File: config.mk
export PLATFORM = sky130hd
export DESIGN_NAME = rom_scan_reader_flat
export DESIGN_NICKNAME = d
export VERILOG_FILES = /design/src/rtl/rom_scan_reader_if.sv /design/src/rtl/rom_scan_reader.sv /design/src/flat_wrapper.sv
export SDC_FILE = /design/constraint.sdc
export NUM_CORES = 1
export LEC_CHECK = 0
export BUFFER_PORTS_ARGS = -buffer_cell sky130_fd_sc_hd__buf_2
export CAP_MARGIN = 30
export CORE_UTILIZATION = 27
export CTS_CLUSTER_SIZE = 24
export DETAILED_ROUTE_END_ITERATION = 6
export PLACE_DENSITY_LB_ADDON = 0.25
export SYNTH_ARGS = -nofsm -noshare
export SYNTH_HDL_FRONTEND = slang
export SYNTH_SLANG_ARGS = --single-unit
File: constraint.sdc
create_clock -name clk -period 7.4 [get_ports clk]
set_input_delay 0.74 -clock clk [delete_from_list [all_inputs] [get_ports clk]]
set_output_delay 0.74 -clock clk [all_outputs]
set_load 0.005 [all_outputs]
File: src/rtl/rom_scan_reader_if.sv
// Stream interface for rom_scan_reader beats.
// The master drives each entry with its address and last tag; the slave returns ready.
interface rom_scan_reader_if #(
  parameter int DW = 4,
  parameter int AW = 3
);
  logic          valid;
  logic          ready;
  logic [DW-1:0] data;
  logic [AW-1:0] addr;
  logic          last;

  modport master (output valid, output data, output addr, output last, input ready);
  modport slave  (input valid, input data, input addr, input last, output ready);
endinterface

File: src/rtl/rom_scan_reader.sv
// Snapshots the table entry bus on start and streams a run of entries over a valid/ready port.
// It also keeps a running sum of the entries the consumer has accepted.
//
//   state  | meaning
//   IDLE   | waiting for start; sum holds the last scan's total
//   SCAN   | out_valid high; one entry per accepted beat
//   DONE   | one-cycle done pulse after the final beat
module rom_scan_reader #(
  parameter int DEPTH = 8,
  parameter int DW    = 4,
  parameter int AW    = $clog2(DEPTH),
  parameter int SW    = DW + AW
) (
  input  logic                  clk,
  input  logic                  rst_n,
  input  logic [DEPTH*DW-1:0]   tbl_flat,
  input  logic                  start,
  input  logic [AW-1:0]         start_addr,
  input  logic [AW:0]           count,
  input  logic                  abort,
  rom_scan_reader_if.master     out_if,
  output logic                  busy,
  output logic                  done,
  output logic [SW-1:0]         sum
);

  typedef enum logic [1:0] {
    S_IDLE = 2'd0,
    S_SCAN = 2'd1,
    S_DONE = 2'd2
  } state_t;

  localparam logic [AW:0] DEPTH_C = (AW+1)'(DEPTH);
  localparam logic [AW:0] ONE_C   = (AW+1)'(1);

  state_t              state_q, state_d;
  logic [DEPTH*DW-1:0] snap_q, snap_d;
  logic [AW-1:0]       ptr_q, ptr_d;
  logic [AW:0]         rem_q, rem_d;
  logic [SW-1:0]       sum_q, sum_d;

  logic          scanning;
  logic          last_beat;
  logic          beat;
  logic [DW-1:0] cur_data;
  logic [AW:0]   count_clamped;

  assign scanning  = (state_q == S_SCAN);
  assign last_beat = scanning && (rem_q == ONE_C);
  assign beat      = scanning && out_if.ready;
  assign cur_data  = snap_q[ptr_q*DW +: DW];

  // A count of zero or anything past the table size means a full sweep.
  always_comb begin
    count_clamped = count;
    if ((count == '0) || (count > DEPTH_C)) begin
      count_clamped = DEPTH_C;
    end
  end

  always_comb begin
    state_d = state_q;
    snap_d  = snap_q;
    ptr_d   = ptr_q;
    rem_d   = rem_q;
    sum_d   = sum_q;

    case (state_q)
      S_IDLE: begin
        if (start) begin
          snap_d  = tbl_flat;
          ptr_d   = start_addr;
          rem_d   = count_clamped;
          sum_d   = '0;
          state_d = S_SCAN;
        end
      end

      S_SCAN: begin
        if (beat) begin
          sum_d = sum_q + SW'(cur_data);
          ptr_d = ptr_q + AW'(1);
          rem_d = rem_q - ONE_C;
          if (last_beat) begin
            state_d = S_DONE;
          end
        end
        // The beat still lands in the sum, but abort overrides the advance to DONE.
        if (abort) begin
          state_d = S_IDLE;
        end
      end

      S_DONE: begin
        state_d = S_IDLE;
      end

      default: begin
        state_d = S_IDLE;
      end
    endcase
  end

  always_ff @(posedge clk or negedge rst_n) begin
    if (!rst_n) begin
      state_q <= S_IDLE;
      snap_q  <= '0;
      ptr_q   <= '0;
      rem_q   <= '0;
      sum_q   <= '0;
    end else begin
      state_q <= state_d;
      snap_q  <= snap_d;
      ptr_q   <= ptr_d;
      rem_q   <= rem_d;
      sum_q   <= sum_d;
    end
  end

  assign out_if.valid = scanning;
  assign out_if.data  = cur_data;
  assign out_if.addr  = ptr_q;
  assign out_if.last  = last_beat;

  assign busy = (state_q != S_IDLE);
  assign done = (state_q == S_DONE);
  assign sum  = sum_q;

endmodule

File: src/flat_wrapper.sv
// flat-port wrapper written by rule: the top's interface ports become plain ports
module rom_scan_reader_flat 
#(
  parameter int DEPTH = 8,
  parameter int DW    = 4,
  parameter int AW    = $clog2(DEPTH),
  parameter int SW    = DW + AW
)
  (clk, rst_n, tbl_flat, start, start_addr, count, abort, busy, done, sum, out_if_valid, out_if_data, out_if_addr, out_if_last, out_if_ready);
  rom_scan_reader_if #(.DW(DW), .AW(AW)) out_if_i ();
  input  logic clk;
  input  logic rst_n;
  input  logic [DEPTH*DW-1:0] tbl_flat;
  input  logic start;
  input  logic [AW-1:0] start_addr;
  input  logic [AW:0] count;
  input  logic abort;
  output logic busy;
  output logic done;
  output logic [SW-1:0] sum;
  output wire logic [$bits(out_if_i.valid)-1:0] out_if_valid;
  output wire logic [$bits(out_if_i.data)-1:0] out_if_data;
  output wire logic [$bits(out_if_i.addr)-1:0] out_if_addr;
  output wire logic [$bits(out_if_i.last)-1:0] out_if_last;
  input wire logic [$bits(out_if_i.ready)-1:0] out_if_ready;
  assign out_if_valid = out_if_i.valid;
  assign out_if_data = out_if_i.data;
  assign out_if_addr = out_if_i.addr;
  assign out_if_last = out_if_i.last;
  assign out_if_i.ready = out_if_ready;
  rom_scan_reader #(.DEPTH(DEPTH), .DW(DW), .AW(AW), .SW(SW)) u_core (.clk(clk), .rst_n(rst_n), .tbl_flat(tbl_flat), .start(start), .start_addr(start_addr), .count(count), .abort(abort), .out_if(out_if_i), .busy(busy), .done(done), .sum(sum));
endmodule
==> metrics, run 1 <==
CTS sink cnt=48; largest net degree at the start of global routing=40; P per Cell Area=about 350 mW/mm²; DRC errors left=0; Finished Cell Area=between 0.002 and 0.003 mm²; drt first pass iters=4; initial core utilization=27.8%; Mapped Nets=about 310; synthesis-stage register bit count=48; critical-path cell list=mux4_2 > mux2_2 > ha_1 > inv_1 > fa_1 > nor2b_1 > o21ai_0 > a21oi_1 > mux2_1; met2 WL post-DR=between 2000 and 3000 µm; initial antenna violation count=0; highest metal used=met4; CTS clk-pin slew, worst paths=about 90 ps; Final Wtd Congestion=about 0.81; CP required=between 7000 and 8000 ps; Resize count post-CTS=0; vias=between 1500 and 2000; vias per cell=around 4.6; post-detailed-placement half-perimeter wirelength=4490 µm; Pint=about 660 µW; # nets final=approximately 370; I/O Buffers=61; layout cells sized above 1=27.5%; Final min period=roughly 2900 ps; clock skew=between 3 and 4 ps; Fmax achieved=~350 MHz; core area=between 0.008 and 0.009 mm²; cells after synthesis=260; worst slew pin tran=662 ps; Leakage=about 0.0015 µW; Gate power share=between 40% and 50%; Final Setup Violations=0; I/O Pins=a little over 60; Die Y=about 97 µm; Max-slew headroom=between 50 and 60%; die width=between 90 and 100 µm; setup_tns=0 ps; # Post-CTS Setup Buffers=0; delay-heaviest family, CP=multiplexers; GRT overflow=0; post-route ant nets=0; first-pass GRT wire length=10300 µm; antenna fix cells=0; ranking of synthesized cells by area=dfrtp_1, nand2_1, mux4_2, ha_1, nor2_1; Max-Cap Viols=0; CTS Buf Count=5; Sw Share=between 30 and 40%; Final Util=between 30% and 40%; CP max stage cell=dfrtp_1; Max Root-Sink Buffers=2; Clock power frac=between 10% and 20%; H-tree depth=2; critical path's largest stage delay=roughly 690 ps; Final Max Tran Viols=0; Worst Path Buf+Inv=1; cell accounting for the most synthesized area=dfrtp_1; die area=roughly 0.0093 mm²; wire per inst=approximately 14 µm; Fin Hold WS=around 430 ps; CP max FO=12; Synth cell types=37; Fin. Hold Viols=0; Clock Latency Late Sink=around 300 ps; number of synthesized flops with an enable pin=0; # placed instances=420; Psw=around 380 µW; Post-Route WL=roughly 5800 µm; area grow syn2layout=23.2%; clock root buffer master=clkbuf_8; Finished Layout Cells=about 430; Arr. time, crit path=between 3000 and 4000 ps; DR WL met3=roughly 230 µm; number of global-route vias before repair=a little over 2000; Worst Setup End Kind=flop; DRT iter0 DRCs=84; Metal-1 WL=about 2800 µm; peak supply drop=between 0.0001 and 0.00015 V; Tcrit/Tclk final=around two fifths; commonest cells in the netlist=nand2_1, dfrtp_1, nor2_1; GR Util All Layers=13.6%; Ys Warns=0; Critical Path Source Type=flop; CTS Hold Bufs=0; share of the yosys chip area belonging to registers=around 50%; CTS tree=yes; Synth Cell Area=0.00242 mm²; asr flop ratio synth=100%; share of the synthesized area in the top cell type=49.6%; Synth Flop Type=dfrtp_1; row cnt=34; Hold Path Class=in -> async; unrepaired setup endpoints after global routing=false; critical path type=reg -> reg; Avg Inst Size Synth=between 9 and 10 µm²; most common cell in the netlist=nand2_1; Seq pwr share=41.0%; status=finished, final reports clean; post-placement cell area=between 0.002 and 0.003 mm²
==> placed cells by master, fill, tap and decap left out, types with 3 or more instances in the layout <==
cell | synthesis | layout
clkbuf_8 | 0 | 5
a31oi_1 | 3 | 3
inv_1 | 9 | 9
ha_1 | 7 | 7
dfrtp_1 | 48 | 48
mux2_2 | 3 | 3
nand3_1 | 3 | 3
nor3_1 | 4 | 4
a21oi_1 | 6 | 6
nor2_1 | 11 | 11
nand2_1 | 107 | 107
o21ai_1 | 7 | 7
mux4_2 | 8 | 8
mux2i_1 | 4 | 4
buf_2 | 6 | 61
==> flip-flops by register name (all words and copies together), names as in the netlist <==
| register | flops |
|---|---|
| u_core.out_if.addr | 3 |
| u_core.rem_q | 4 |
| u_core.sum | 7 |
| u_core.snap_q | 32 |
| u_core.state_q | 2 |
==> layout make-up <==
type	count	area (µm²)
fillers	911	5740
flip-flops and latches	48	1200
multi-input cells	189	1130
repair buffers	65	368
well taps	108	135
clock buffers	5	68.8
clock inverters	3	42.5
inverters	10	40.0
==> power by group through the flow <==
stage	clock network [µW]	registers, µW	logic, µW
floorplan	0	388	324
global placement	0	434	422
detailed placement	0	435	430
CTS	196	430	434
global route	208	443	487
finish	190	428	424
==> routing by layer <==
| layer | global-route usage, % | vias up |
|---|---|---|
| met2 | 22.6 | 38 |
| met5 | 0 | - |
| met3 | 2.31 | 6 |
| met4 | 4.59 | 0 |
| li1 | - | 976 |
| met1 | 18.0 | 928 |
==> worst paths after layout <==
path | end | from | depth (start not counted) | slack (ps)
max in group asynchronous | u_core.snap_q[30]$_DFFE_PN0P_ | rst_n | 2 | 6430
worst max-delay path | u_core.sum[4]$_DFFE_PN0P_ | u_core.out_if.addr[0]$_DFFE_PN0P_ | 9 | 4540
worst min-delay path | u_core.out_if.addr[2]$_DFFE_PN0P_ | rst_n | 1 | 430
worst min register to register | u_core.snap_q[12]$_DFFE_PN0P_ | u_core.snap_q[12]$_DFFE_PN0P_ | 2 | 480
worst max register to register | u_core.sum[4]$_DFFE_PN0P_ | u_core.out_if.addr[0]$_DFFE_PN0P_ | 9 | 4540
min in group clk | u_core.snap_q[12]$_DFFE_PN0P_ | u_core.snap_q[12]$_DFFE_PN0P_ | 2 | 480
==> through the flow <==
step / worst slack (ps) / total power [µW]
after floorplan: 4750 / 713
after global placement: 4560 / 856
after detailed placement: 4520 / 866
after CTS: 4500 / 1060
after global routing: 4230 / 1140
final: 4540 / 1040
==> cells by family (layout without fill, tap and decap cells) <==
group           count (synthesis)  after routing  share of synthesized area, %
compound gates                 28             28                          7.13
simple gates                  135            135                          23.0
xor+xnor                        2              2                         0.724
buf+inv                        23             83                          4.13
fa+ha+maj                       8              8                          4.44
mux                            16             16                          11.0
flops                          48             48                          49.6
Power figures use the tool's default switching activity.
==> run 2: changes to the inputs <==
==> constraint.sdc (replaced) <==
create_clock -name clk -period 2.6 [get_ports clk]
set_input_delay 0.26 -clock clk [delete_from_list [all_inputs] [get_ports clk]]
set_output_delay 0.26 -clock clk [all_outputs]
set_load 0.005 [all_outputs]
==> metrics, run 2 (synthesized netlist as in run 1, its figures left out) <==
max reg flops=32; layout cells sized above 1=between 30 and 40%; status=finished, final reports clean; Max-Cap Viols=0; area grow syn2layout=31.6%; Max-slew headroom=between 50% and 60%; initial core utilization=27.8%; CP max FO=6; CTS Hold Bufs=0; CP required=2830 ps; post-placement cell area=approximately 0.0029 mm²; Leakage=0.00163 µW; Post-Route WL=about 6300 µm; CTS Buf Count=5; initial antenna violation count=0; vias=~2000; CTS sink cnt=48; Tcrit/Tclk final=a little over nine tenths; H-tree depth=2; Most flops, register=u_core.snap_q; Sw Share=between 30% and 40%; antenna fix cells=0; total chip power=between 3000 and 4000 µW; Final Max Tran Viols=0; Pint=roughly 2200 µW; number of global-route vias before repair=2030; die area=0.00935 mm²; Worst Setup End Kind=flop; Finished Layout Cells=~440; Final Wtd Congestion=0.752; Final min period=around 2500 ps; Gate power share=a little under 50%; post-route ant nets=0; GR Util All Layers=between 10% and 20%; commonest non-fill, non-tap cell in the layout=nand2_1; Seq pwr share=34.7%; DRT iter0 DRCs=between 60 and 70; Clock power frac=between 10% and 20%; Critical Path Source Type=flop; Hold Path Class=in -> async; unrepaired setup endpoints after global routing=true; CTS clk-pin slew, worst paths=about 90 ps; die width=between 90 and 100 µm; Fin. Hold Viols=0; # placed instances=about 430; clock root buffer master=clkbuf_8; commonest non-fill, non-tap cells in the layout=nand2_1, buf_2, dfrtp_1; DRC errors left=0; Finished Cell Area=around 0.0032 mm²; # nets final=approximately 390; I/O Buffers=between 60 and 70; Arr. time, crit path=about 2800 ps; drt first pass iters=4; P per Cell Area=between 1000 and 1500 mW/mm²; Final Setup Violations=0; peak supply drop=about 0.00036 V; I/O Pins=a little over 60; wire per inst=roughly 14 µm; CTS tree=yes; Die Y=between 90 and 100 µm; Fmax achieved=between 300 and 400 MHz; row cnt=34; clock skew=7.29 ps; critical path type=reg -> reg; GRT overflow=0; largest net degree at the start of global routing=between 40 and 50; post-detailed-placement half-perimeter wirelength=between 4000 and 5000 µm; Max Root-Sink Buffers=2; core area=between 0.008 and 0.009 mm²; vias per cell=4.54; Clock Latency Late Sink=~300 ps; Psw=1250 µW; worst slew pin tran=around 740 ps; first-pass GRT wire length=roughly 10000 µm
run 2: cell count changes in the layout (fill, tap and decap cells not counted), moves of 2 or more:
cell / delta
buf_4: +15
ha_1: -3
mux2_4: +4
mux2_2: -3
ha_4: +3
o21ai_0: -2
run 2: final timing paths:
path,startpoint,end,slack (ps),cells past startpoint
max,u_core.out_if.addr[0]$_DFFE_PN0P_,u_core.sum[5]$_DFFE_PN0P_,50,8
min,rst_n,u_core.out_if.addr[2]$_DFFE_PN0P_,50,2
max reg2reg,u_core.out_if.addr[0]$_DFFE_PN0P_,u_core.sum[5]$_DFFE_PN0P_,50,8
min reg2reg,u_core.snap_q[17]$_DFFE_PN0P_,u_core.snap_q[17]$_DFFE_PN0P_,480,2
max in group asynchronous,rst_n,u_core.out_if.addr[0]$_DFFE_PN0P_,2090,2
min in group clk,tbl_flat[25],u_core.snap_q[25]$_DFFE_PN0P_,140,3
run 2: layout make-up:
cell class,instances,area (µm²)
clock buffers,6,82.6
clock inverters,2,38.8
fillers,899,5530
inverters,10,42.5
multi-input cells,189,1210
flip-flops and latches,48,1200
well taps,108,135
repair buffers,80,478
run 2: worst max-delay path, stage by stage, from the launching register on:
cell and delay [ps]:
dfrtp_2 440, buf_12 140, mux4_2 500, mux2_4 310, ha_4 280, o21ai_1 80, o21a_1 200, or4_1 390
a21oi_1 130
run 2: what timing repair did:
action	in CTS	in global routing
setup endpoints to repair	2	3
gates cloned	0	1
gates resized for setup	2	18
setup buffers	1	4
pin swaps	0	9
run 2: power by group through the flow:
stage | logic, µW | clock network (µW) | registers, µW
final | 1700 | 575 | 1210
after global routing | 1880 | 622 | 1240
after CTS | 1430 | 592 | 1180
after detailed placement | 1410 | 0 | 1200
after global placement | 1400 | 0 | 1200
after floorplan | 929 | 0 | 1110
run 2: routing by layer:
metal	GRT usage (%)	wire length [µm]	vias up
li1	-	-	1004
met1	19.1	2920	965
met2	21.9	3090	39
met3	2.89	234	5
met4	3.44	48	0
met5	0	0	-
run 2: through the flow:
stage | hold slack (ps) | util, % | worst slack (ps) | setup TNS, ps
floorplan | -35.6 | - | 29.5 | 0
CTS | 76.5 | 35.0 | 5.52 | 0
global route | 104 | 36.5 | -39.9 | -85.4
finish | 54.2 | 36.5 | 53.9 | 0
detailed placement | 416 | 33.5 | -43.5 | -75.9
global placement | 404 | 33.5 | 8.43 | 0
==> run 3: changes to the inputs <==
--- a/config.mk
+++ b/config.mk
@@ -6,7 +6,7 @@
 export NUM_CORES = 1
 export LEC_CHECK = 0
 export BUFFER_PORTS_ARGS = -buffer_cell sky130_fd_sc_hd__buf_2
-export CAP_MARGIN = 30
+export CORE_ASPECT_RATIO = 0.6
 export CORE_UTILIZATION = 27
 export CTS_CLUSTER_SIZE = 24
 export DETAILED_ROUTE_END_ITERATION = 6
==> metrics, run 3 (synthesized netlist as in run 1, its figures left out) <==
status=finished, final reports clean; CP max FO=8; I/O Pins=62; first-pass GRT wire length=just over 10000 µm; Max-slew headroom=about three fifths; CTS Buf Count=5; Final min period=2520 ps; CTS clk-pin slew, worst paths=~70 ps; Leakage=between 0.0015 and 0.002 µW; critical path's largest stage delay=between 500 and 600 ps; Critical Path Source Type=flop; Final Setup Violations=0; drt first pass iters=4; Reg-to-Reg End=u_core.sum[4]$_DFFE_PN0P_; post-detailed-placement half-perimeter wirelength=4720 µm; Max-Cap Viols=0; core area=0.00859 mm²; max reg flops=32; CP required=around 2800 ps; Clock power frac=between 20 and 25%; Reg-to-Reg Start=u_core.out_if.addr[0]$_DFFE_PN0P_; setup_tns=0 ps; # nets final=about 380; Final Wtd Congestion=between 0.8 and 0.9; I/O Buffers=61; GR Util All Layers=14.7%; CTS Hold Bufs=0; DRC errors left=0; number of global-route vias before repair=between 1500 and 2000; post-route ant nets=0; critical path type=reg -> reg; die width=around 120 µm; met2 WL post-DR=around 2300 µm; Final WS setup=around 75 ps; area grow syn2layout=31.2%; Reg2Reg Depth=10; Pint=approximately 2300 µW; Fin. Hold Viols=0; highest metal used=met4; worst slew pin tran=just over 600 ps; initial core utilization=28.2%; antenna fix cells=0; Fmax achieved=396 MHz; CP max stage cell=mux4_2; critical path capture point=u_core.sum[4]$_DFFE_PN0P_; fill cell count=between 900 and 1000; DP Worst Slack=-6.17 ps; vias=2007; commonest non-fill, non-tap cell in the layout=nand2_1; # placed instances=433; DRT iter0 DRCs=96; layout cells sized above 1=between 30% and 40%; H-tree depth=2; cell repeated most along the worst path=mux2_4; Final Max Tran Viols=0; die area=0.00936 mm²; GRT overflow=0; commonest non-fill, non-tap cells in the layout=nand2_1, buf_2, dfrtp_1; Gate power share=45.1%; Worst Setup End Kind=flop; Psw=~1200 µW; Sw Share=about a third; CTS tree=yes; clock root buffer master=clkbuf_16; Metal-1 WL=roughly 3700 µm; Die Y=around 75 µm; P per Cell Area=~1100 mW/mm²; largest net degree at the start of global routing=49; clock skew=6.70 ps; Tcrit/Tclk final=just under 100%; Seq pwr share=between 30% and 40%; Most flops, register=u_core.snap_q; Worst Setup SP=u_core.out_if.addr[0]$_DFFE_PN0P_; wire per inst=14.3 µm; Post-Route WL=~6400 µm; row cnt=26; CTS sink cnt=48; FF-to-FF setup slack=between 70 and 80 ps; peak supply drop=~0.00032 V; Hold Path Class=in -> async; vias per cell=4.52; critical-path cell list=buf_12 > mux4_2 > mux2_4 > ha_4 > inv_2 > fa_2 > nor2b_1 > o21ai_1 > a21oi_2 > mux2_4; Finished Layout Cells=~440; Arr. time, crit path=2700 ps; unrepaired setup endpoints after global routing=true; DR WL met3=slightly above 300 µm; initial antenna violation count=0; Max Root-Sink Buffers=2; Clock Latency Late Sink=~290 ps
[run 3: cell types whose count changed in the layout (fill, tap and decap cells not counted), sizes merged]
| cell | before | now |
|---|---|---|
| buf | 79 | 77 |
| clkbuf | 7 | 6 |
[run 3: worst max-delay path: cells and delay by family (launching register included)]
| family | cells | cell delay, ps |
|---|---|---|
| simple gates | 1 | 50 |
| flops | 1 | 390 |
| compound gates | 2 | 280 |
| mux | 3 | 1110 |
| fa+ha+maj | 2 | 360 |
| buf+inv | 2 | 200 |
[run 3: through the flow]
| step | area, µm² | hold WS [ps] | power [µW] | utilization, % |
|---|---|---|---|---|
| after detailed placement | 2920 | 396 | 2630 | 34.0 |
| final | 3180 | 65.0 | 3530 | 37.0 |
| after CTS | 3100 | 86.7 | 3400 | 36.1 |
| after global routing | 3180 | 127 | 3810 | 37.0 |
| after floorplan | 2420 | -35.6 | 2030 | - |
| after global placement | 2920 | 403 | 2610 | 34.0 |
[run 3: timing repair]
item                       CTS  global route
resized for setup            2            12
setup endpoints to repair    2             3
pin swaps                    0             6
buffers inserted             0             3
[run 3: metal layers]
| metal | vias to the layer above | global-route usage, % |
|---|---|---|
| met3 | 8 | 4.14 |
| li1 | 1003 | - |
| met5 | - | 0 |
| met4 | 0 | 5.62 |
| met1 | 949 | 22.9 |
| met2 | 47 | 18.6 |
[run 3: worst min path at each step]
stage,cells after the start,end,startpoint,slack (ps)
after global routing,2,u_core.state_q[0]$_DFFE_PN0P_,rst_n,130
after global placement,2,u_core.snap_q[3]$_DFFE_PN0P_,rst_n,400
after floorplan,0,u_core.out_if.addr[0]$_DFFE_PN0P_,rst_n,-40
after CTS,2,u_core.sum[0]$_DFFE_PN0P_,rst_n,90
final,2,u_core.snap_q[3]$_DFFE_PN0P_,rst_n,60
after detailed placement,2,u_core.snap_q[3]$_DFFE_PN0P_,rst_n,400
[run 3: power groups by stage]
stage	combinational, µW	sequential (µW)	clock, µW
final	1590	1210	728
after global routing	1790	1240	778
after CTS	1460	1200	745
after detailed placement	1420	1210	0
after global placement	1400	1210	0
after floorplan	929	1110	0
[run 3: final cells by class]
type	instances	area, µm²	share of cell area, %
clock buffers	6	129	4.06
clock inverters	2	35.0	1.10
inverters	10	40.0	1.26
multi-input cells	189	1190	37.5
flip-flops and latches	48	1200	37.8
well taps	112	140	4.41
repair buffers	77	438	13.8
